### src/rtl/mode_datetime_set_p.sv
// Date-set mode: shadow date edited field by field, COMMIT pulsed on exit.
// Optional MODE_SET_AUTOREPEAT_EN adds hold-to-repeat on inc/dec.
module mode_datetime_set_p #(
  parameter int          YEAR_DIGITS  = 4,
  parameter logic [23:0] YEAR_RESET   = 24'h2020,
  parameter logic [3:0]  MODE_CODE    = 4'b0011,
  parameter int          REPEAT_DELAY = 50,
  parameter int          REPEAT_RATE  = 10,
  localparam int         YW = 4 * YEAR_DIGITS,
  localparam int         CW = $clog2(YEAR_DIGITS + 2)
) (
  input  logic          CLK,
  input  logic          RESET,
  input  logic [3:0]    MODE,
  input  logic [3:0]    NUM_LEVEL,
  input  logic [YW-1:0] CUR_YEAR,
  input  logic [6:0]    CUR_MONTH,
  input  logic [6:0]    CUR_DAY,
  output logic [CW-1:0] CURSOR,
  output logic [YW-1:0] YEAR,
  output logic [6:0]    MONTH,
  output logic [6:0]    DAY,
  output logic          EDITING,
  output logic          COMMIT
);

  if (YEAR_DIGITS < 3 || YEAR_DIGITS > 6 ||
      REPEAT_DELAY < 1 || REPEAT_RATE < 1) begin : g_bad
    $error("mode_datetime_set_p: bad parameters");
  end

  localparam logic [0:0] IDLE = 1'b0;
  localparam logic [0:0] EDIT = 1'b1;
  localparam logic [CW-1:0] CMAX = CW'(YEAR_DIGITS + 1);

  function automatic logic div4(input logic [3:0] t,
                                input logic [3:0] o);
    if (t[0]) return (o == 4'd2) || (o == 4'd6);
    return (o == 4'd0) || (o == 4'd4) || (o == 4'd8);
  endfunction

  // Only the low four digits take part in the leap rule.
  function automatic logic is_leap(input logic [YW-1:0] y);
    logic [23:0] p;
    p = 24'(y);
    if (p[7:0] != 8'h00) return div4(p[7:4], p[3:0]);
    return div4(p[15:12], p[11:8]);
  endfunction

  function automatic logic [6:0] dim(input logic [6:0] m,
                                     input logic lp);
    unique case (1'b1)
      m == 7'd2: return lp ? 7'd29 : 7'd28;
      m == 7'd4 || m == 7'd6 ||
      m == 7'd9 || m == 7'd11: return 7'd30;
      default: return 7'd31;
    endcase
  endfunction

  logic [0:0]    state;
  logic [3:0]    prev, rise;
  logic          act, single, sdec, rfire;
  logic          inc_go, dec_go, cur_next, cur_prev;
  logic [6:0]    d_dim, n_dim, e_dim, e_month, e_day;
  logic [6:0]    n_month, n_day;
  logic [YW-1:0] n_year;
  logic [CW-1:0] n_cursor;

  assign rise     = NUM_LEVEL & ~prev;
  assign act      = (state == EDIT) && (MODE == MODE_CODE);
  assign single   = NUM_LEVEL[0] ^ NUM_LEVEL[1];
  assign sdec     = NUM_LEVEL[1];
  assign cur_next = act & rise[2] & ~NUM_LEVEL[3];
  assign cur_prev = act & rise[3] & ~NUM_LEVEL[2];
  assign inc_go   = act & single & ~sdec & (rise[0] | rfire);
  assign dec_go   = act & single & sdec & (rise[1] | rfire);
  assign EDITING  = (state == EDIT);

`ifdef MODE_SET_AUTOREPEAT_EN
  localparam int RMAX = (REPEAT_DELAY > REPEAT_RATE) ?
                        REPEAT_DELAY : REPEAT_RATE;
  localparam int RW = $clog2(RMAX + 1);

  logic [RW-1:0] rcnt, rtgt;
  logic          rphase, rdec, cur_edge, s_edge;

  assign cur_edge = act & (rise[2] | rise[3]);
  assign s_edge   = single & (sdec ? rise[1] : rise[0]);
  assign rtgt     = rphase ? RW'(REPEAT_RATE) : RW'(REPEAT_DELAY);
  assign rfire    = (rcnt != '0) && (rcnt == rtgt) && (rdec == sdec);

  // rcnt counts cycles since the last step; zero means idle.
  always_ff @(posedge CLK) begin
    if (RESET || !act || cur_edge || !single) begin
      rcnt   <= '0;
      rphase <= 1'b0;
      rdec   <= 1'b0;
    end else if (s_edge) begin
      rcnt   <= RW'(1);
      rphase <= 1'b0;
      rdec   <= sdec;
    end else if (rcnt != '0 && rdec == sdec) begin
      if (rfire) begin
        rcnt   <= RW'(1);
        rphase <= 1'b1;
      end else begin
        rcnt <= rcnt + RW'(1);
      end
    end else begin
      rcnt   <= '0;
      rphase <= 1'b0;
    end
  end
`else
  assign rfire = 1'b0;
`endif

  always_comb begin
    e_month = (CUR_MONTH >= 7'd1 && CUR_MONTH <= 7'd12) ?
              CUR_MONTH : 7'd1;
    e_dim   = dim(e_month, is_leap(CUR_YEAR));
    e_day   = (CUR_DAY == 7'd0) ? 7'd1 :
              (CUR_DAY > e_dim) ? e_dim : CUR_DAY;
  end

  always_comb begin
    d_dim    = dim(MONTH, is_leap(YEAR));
    n_year   = YEAR;
    n_month  = MONTH;
    n_day    = DAY;
    n_cursor = CURSOR;
    if (inc_go | dec_go) begin
      unique case (1'b1)
        CURSOR == '0:
          n_day = inc_go ?
            ((DAY >= d_dim) ? 7'd1 : DAY + 7'd1) :
            ((DAY <= 7'd1) ? d_dim : DAY - 7'd1);
        CURSOR == CW'(1):
          n_month = inc_go ?
            ((MONTH >= 7'd12) ? 7'd1 : MONTH + 7'd1) :
            ((MONTH <= 7'd1) ? 7'd12 : MONTH - 7'd1);
        default: begin
          for (int k = 0; k < YEAR_DIGITS; k++) begin
            if (CURSOR == CW'(k + 2)) begin
              if (inc_go)
                n_year[4*k+:4] = (YEAR[4*k+:4] >= 4'd9) ?
                  4'd0 : YEAR[4*k+:4] + 4'd1;
              else
                n_year[4*k+:4] = (YEAR[4*k+:4] == 4'd0 ||
                  YEAR[4*k+:4] > 4'd9) ?
                  4'd9 : YEAR[4*k+:4] - 4'd1;
            end
          end
        end
      endcase
    end
    n_dim = dim(n_month, is_leap(n_year));
    if (n_day > n_dim) n_day = n_dim;
    if (cur_next)
      n_cursor = (CURSOR >= CMAX) ? '0 : CURSOR + CW'(1);
    else if (cur_prev)
      n_cursor = (CURSOR == '0) ? CMAX : CURSOR - CW'(1);
  end

  always_ff @(posedge CLK) begin
    if (RESET) begin
      state  <= IDLE;
      prev   <= 4'd0;
      CURSOR <= '0;
      YEAR   <= YEAR_RESET[YW-1:0];
      MONTH  <= 7'd1;
      DAY    <= 7'd1;
      COMMIT <= 1'b0;
    end else begin
      prev   <= NUM_LEVEL;
      COMMIT <= 1'b0;
      if (state == IDLE) begin
        if (MODE == MODE_CODE) begin
          state  <= EDIT;
          CURSOR <= '0;
          YEAR   <= CUR_YEAR;
          MONTH  <= e_month;
          DAY    <= e_day;
        end
      end else if (MODE != MODE_CODE) begin
        state  <= IDLE;
        COMMIT <= 1'b1;
      end else begin
        CURSOR <= n_cursor;
        YEAR   <= n_year;
        MONTH  <= n_month;
        DAY    <= n_day;
      end
    end
  end

endmodule

### config.mk
export PLATFORM = sky130hd
export DESIGN_NAME = mode_datetime_set_p
export DESIGN_NICKNAME = d
export VERILOG_FILES = /design/src/rtl/mode_datetime_set_p.sv
export SDC_FILE = /design/constraint.sdc
export NUM_CORES = 1
export LEC_CHECK = 0
export ABC_CLOCK_PERIOD_IN_PS = 3750
export BUFFER_PORTS_ARGS = -buffer_cell sky130_fd_sc_hd__buf_2
export CORE_AREA = 2 2 123 125
export DETAILED_ROUTE_END_ITERATION = 10
export DIE_AREA = 0 0 125 127
export PLACE_DENSITY = 0.48
export SETUP_SLACK_MARGIN = 0.4
export SLEW_MARGIN = 30
export SYNTH_ARGS = -nofsm -noshare
export SYNTH_HDL_FRONTEND = slang
export SYNTH_SLANG_ARGS = --single-unit
### constraint.sdc
create_clock -name CLK -period 3.75 [get_ports CLK]
set_clock_uncertainty 0.15 [all_clocks]
set_input_delay 0 -clock CLK [delete_from_list [all_inputs] [get_ports CLK]]
set_output_delay 0 -clock CLK [all_outputs]
set_load 0.03 [all_outputs]
==> reports/results.tsv <==
stage	metric	value	unit
grt	antenna violations before repair	0	
grt	global route total overflow	0	
job	max-cap viol count	0	
route	iteration-0 DRC count of the detailed router	461	
synthesis	synthesized net count	658	
cells_and_area	Area growth, synth to finish	40.6	%
synthesis	post-synthesis sequential area ratio	18.3	%
die	Std-Cell Core Area	14400	µm²
critical_path	Reg2Reg Launch Point	prev[0]	
placement	Area after DPL	5190	µm²
synthesis	dominant combinational cell family by area after synthesis	compound AO/OA/AOI/OAI gates	
route	first-pass iteration count of the detailed router	5	
synthesis	instance count of the mapped netlist	583	
min_path	launch point of the worst hold path	CUR_YEAR[9]	
synthesis	Netlist cell types	81	
timing	number of max-slew violations in the final report	0	
route	routed wirelength normalized by instance count	17.5	µm
route	number of DRC violations after detailed routing	0	
timing	min cycle time layout	3.62	ns
die	Die Height	127	µm
cells_and_area	Ant. Diodes	0	
min_path	hold endpoint	YEAR[9]	
critical_path	cell count of the worst reg-to-reg path	19	
synthesis	adder and majority gate portion of the synthesized area	10.2	%
placement	final weighted congestion in routability-driven placement	0.871	
clocking	Clock Tree Root	sky130_fd_sc_hd__clkbuf_16	
clocking	clock sinks	39	
cells_and_area	Final Core Density	41.7	%
grt	wire length of the first global-routing pass	25300	µm
timing	actual slew at the worst max-slew pin	0.907	ns
die	count of standard-cell rows	44	
route	residual antenna-violating net count after detailed routing	0	
synthesis	synthesized-area fraction occupied by and/or/nand/nor cells	27.1	%
timing	maximum clock rate	276	MHz
timing	final worst-path cycle share	96.5	%
grt	number of global-route vias before repair	4870	
synthesis	mean area per synthesized cell	7.33	µm²
critical_path	required time of the critical path	3.80	ns
synthesis	top cells by area, synth	sky130_fd_sc_hd__dfxtp_1, sky130_fd_sc_hd__ha_1, sky130_fd_sc_hd__nor2_1	
die	die boundary width	125	µm
status	run status	completed	
power_and_ir_drop	ratio of total power to cell area	192	nW/µm²
synthesis	Warnings, synthesis	0	
power_and_ir_drop	Leak	2.43	nW
timing	RSZ-0062 raised after global routing	yes	
timing	final hold violations	0	
critical_path	register-to-register path setup slack	0.13	ns
clocking	H-Tree Level Count	2	
synthesis	dominant cell type by area after synthesis	sky130_fd_sc_hd__dfxtp_1	
synthesis	Synth Cell Area	4280	µm²
die	I/O pins	75	
power_and_ir_drop	Peak supply drop	139	µV
die	full die area	15900	µm²
synthesis	leading post-synthesis cells by instance count	sky130_fd_sc_hd__nor2_1, sky130_fd_sc_hd__a21oi_1, sky130_fd_sc_hd__nand2_1	
clocking	total CTS buffers	5	
timing	minimum setup slack in the final design	0.132	ns
clocking	TritonCTS clock tree	built	
route	Vias	4989	
placement	count of input and output buffers	74	
synthesis	most used flip-flop cell after synthesis	sky130_fd_sc_hd__dfxtp_1	
min_path	cell count of the worst hold path	5	
route	routed via count divided by cell count	5.51	
clocking	Clock Tree Buf Depth	2	
cells_and_area	Post-layout nets	796	
synthesis	EDFF count, synth	0	
power_and_ir_drop	post-layout power	1.15	mW
timing	worst slew margin relative to its limit	39.5	%
critical_path	critical path arrival	3.67	ns
grt	overall fraction of global-route tracks in use	19.7	%
clocking	clk slew on worst S/H paths	0.06	ns
critical_path	type of the worst setup path	reg2reg	
placement	pre-CTS setup slack	-0.289	ns
critical_path	endpoint kind of the worst setup timing path	flip-flop	
clocking	Clk Latency, worst-skew pair	0.30	ns
synthesis	multiplexer share of the synthesized area	3.95	%
route	total detailed-routing wirelength	15900	µm
critical_path	type of origin of the critical path	flip-flop	
critical_path	capturing point of the worst reg2reg path	DAY[0]	
synthesis	share of synthesized flip-flops with an asynchronous set or reset	0	%
cells_and_area	Non-Filler Cell Area, Final	6010	µm²
die	effective utilization at floorplan	29.6	%
synthesis	most numerous cell in the Yosys netlist	sky130_fd_sc_hd__nor2_1	
synthesis	area share of the largest cell type after synthesis	18.3	%
synthesis	area fraction in compound gates after synthesis	32.5	%
critical_path	critical path fanouts, max	6	
timing	number of setup violations in the final report	0	
placement	dpl hpwl	11600	µm
synthesis	parity-gate share of the synthesized area counting xor and xnor cells	1.02	%
grt	maximum number of pins on one net before global-route repair	40	
cells_and_area	fraction of layout cells with a size suffix above 1	33.0	%
synthesis	Seq cells post-synth	39	
timing	smallest hold slack	0.0128	ns
min_path	min-delay worst type	in2reg	
timing repair:
| action | CTS | global route |
|---|---|---|
| setup endpoints to repair | 5 | 5 |
| hold buffers | 22 | 0 |
| pin swaps | 20 | 25 |
| hold endpoints to repair | 22 | 0 |
| buffers inserted | 15 | 11 |
| resized for setup | 24 | 35 |
sequential cells by signal (all words and copies together) (netlist names):
register / flops
COMMIT: 1
CURSOR: 3
DAY: 7
EDITING: 1
MONTH: 7
YEAR: 16
prev: 4
worst max-delay path, cell delays in order (launching register included):
cell and delay, ns:
sky130_fd_sc_hd__dfxtp_1 0.31, sky130_fd_sc_hd__or3b_4 0.42, sky130_fd_sc_hd__buf_6 0.14, sky130_fd_sc_hd__a211oi_4 0.29, sky130_fd_sc_hd__buf_6 0.17, sky130_fd_sc_hd__a31oi_1 0.11, sky130_fd_sc_hd__a31oi_1 0.26, sky130_fd_sc_hd__and2b_1 0.23
sky130_fd_sc_hd__a22oi_2 0.13, sky130_fd_sc_hd__a31o_1 0.18, sky130_fd_sc_hd__and3_4 0.21, sky130_fd_sc_hd__nor2_4 0.04, sky130_fd_sc_hd__ha_4 0.15, sky130_fd_sc_hd__inv_1 0.06, sky130_fd_sc_hd__a21oi_2 0.05, sky130_fd_sc_hd__a21oi_2 0.11
sky130_fd_sc_hd__a41oi_2 0.14, sky130_fd_sc_hd__o2111ai_1 0.14, sky130_fd_sc_hd__and3_1 0.17, sky130_fd_sc_hd__o21ai_1 0.05
how the worst max path moves through the flow:
stage                 start  endpoint  slack (ns)
finish              prev[0]    DAY[0]        0.13
detailed placement  YEAR[0]    DAY[0]       -0.29
CTS                 prev[0]    DAY[0]        0.05
floorplan           YEAR[5]    DAY[0]        0.17
global route        YEAR[5]    DAY[0]       -0.09
global placement    YEAR[0]    DAY[0]       -0.25
metrics by stage:
| stage | std cells | TNS [ns] |
|---|---|---|
| 2_1_floorplan | 583 | 0 |
| 3_5_place_dp | 850 | -0.506 |
| 5_1_grt | 906 | -0.144 |
| 3_3_place_gp | 850 | -0.420 |
| 6_report | 906 | 0 |
| 4_1_cts | 895 | 0 |
power breakdown:
part | leakage, nW | internal [mW] | switching, mW
Clock | 0.0679 | 0.247 | 0.190
Sequential | 0.325 | 0.421 | 0.0143
Combinational | 2.03 | 0.122 | 0.160
Total | 2.43 | 0.790 | 0.364
area by class of cell:
class	count	area (µm²)
Clock buffer	7	133
Sequential cell	39	817
Inverter	33	134
Clock inverter	1	5.00
Timing Repair Buffer	169	1170
Fill cell	1480	8410
Tap cell	184	230
Multi-Input combinational cell	473	3520
kinds of logic after synthesis:
group	count (synthesis)
flip-flops	39
XOR/XNOR	5
AND/OR/NAND/NOR	221
AO/OA/AOI/OAI	196
buffers and inverters	71
multiplexers	16
adder cells (fa/ha/maj)	35
metal layers:
metal  global-route usage [%]  share of wire, %
met1                     25.6                46
met2                     32.9                47
met3                     3.18               4.5
met4                     7.45               2.1
met5                        0                 0
placed cells by master (no fill, tap or decap), drive strengths merged, types with 4 or more instances in the layout:
master,instances
nand2,46
a31oi,15
o211ai,8
dfxtp,39
a22oi,6
o21bai,4
mux2i,12
nand2b,12
a221oi,4
o22ai,8
mux2,4
nor2,65
xnor2,4
and3,10
a211oi,16
ha,35
nand3,17
nor3,21
nand3b,5
a21o,5
nor4,6
nand4,6
dlygate4sd3,22
o41ai,5
a21oi,47
o21ai,34
inv,33
nor2b,9
nor3b,6
clkbuf,7
buf,147
(Power assumes the default switching activity.)
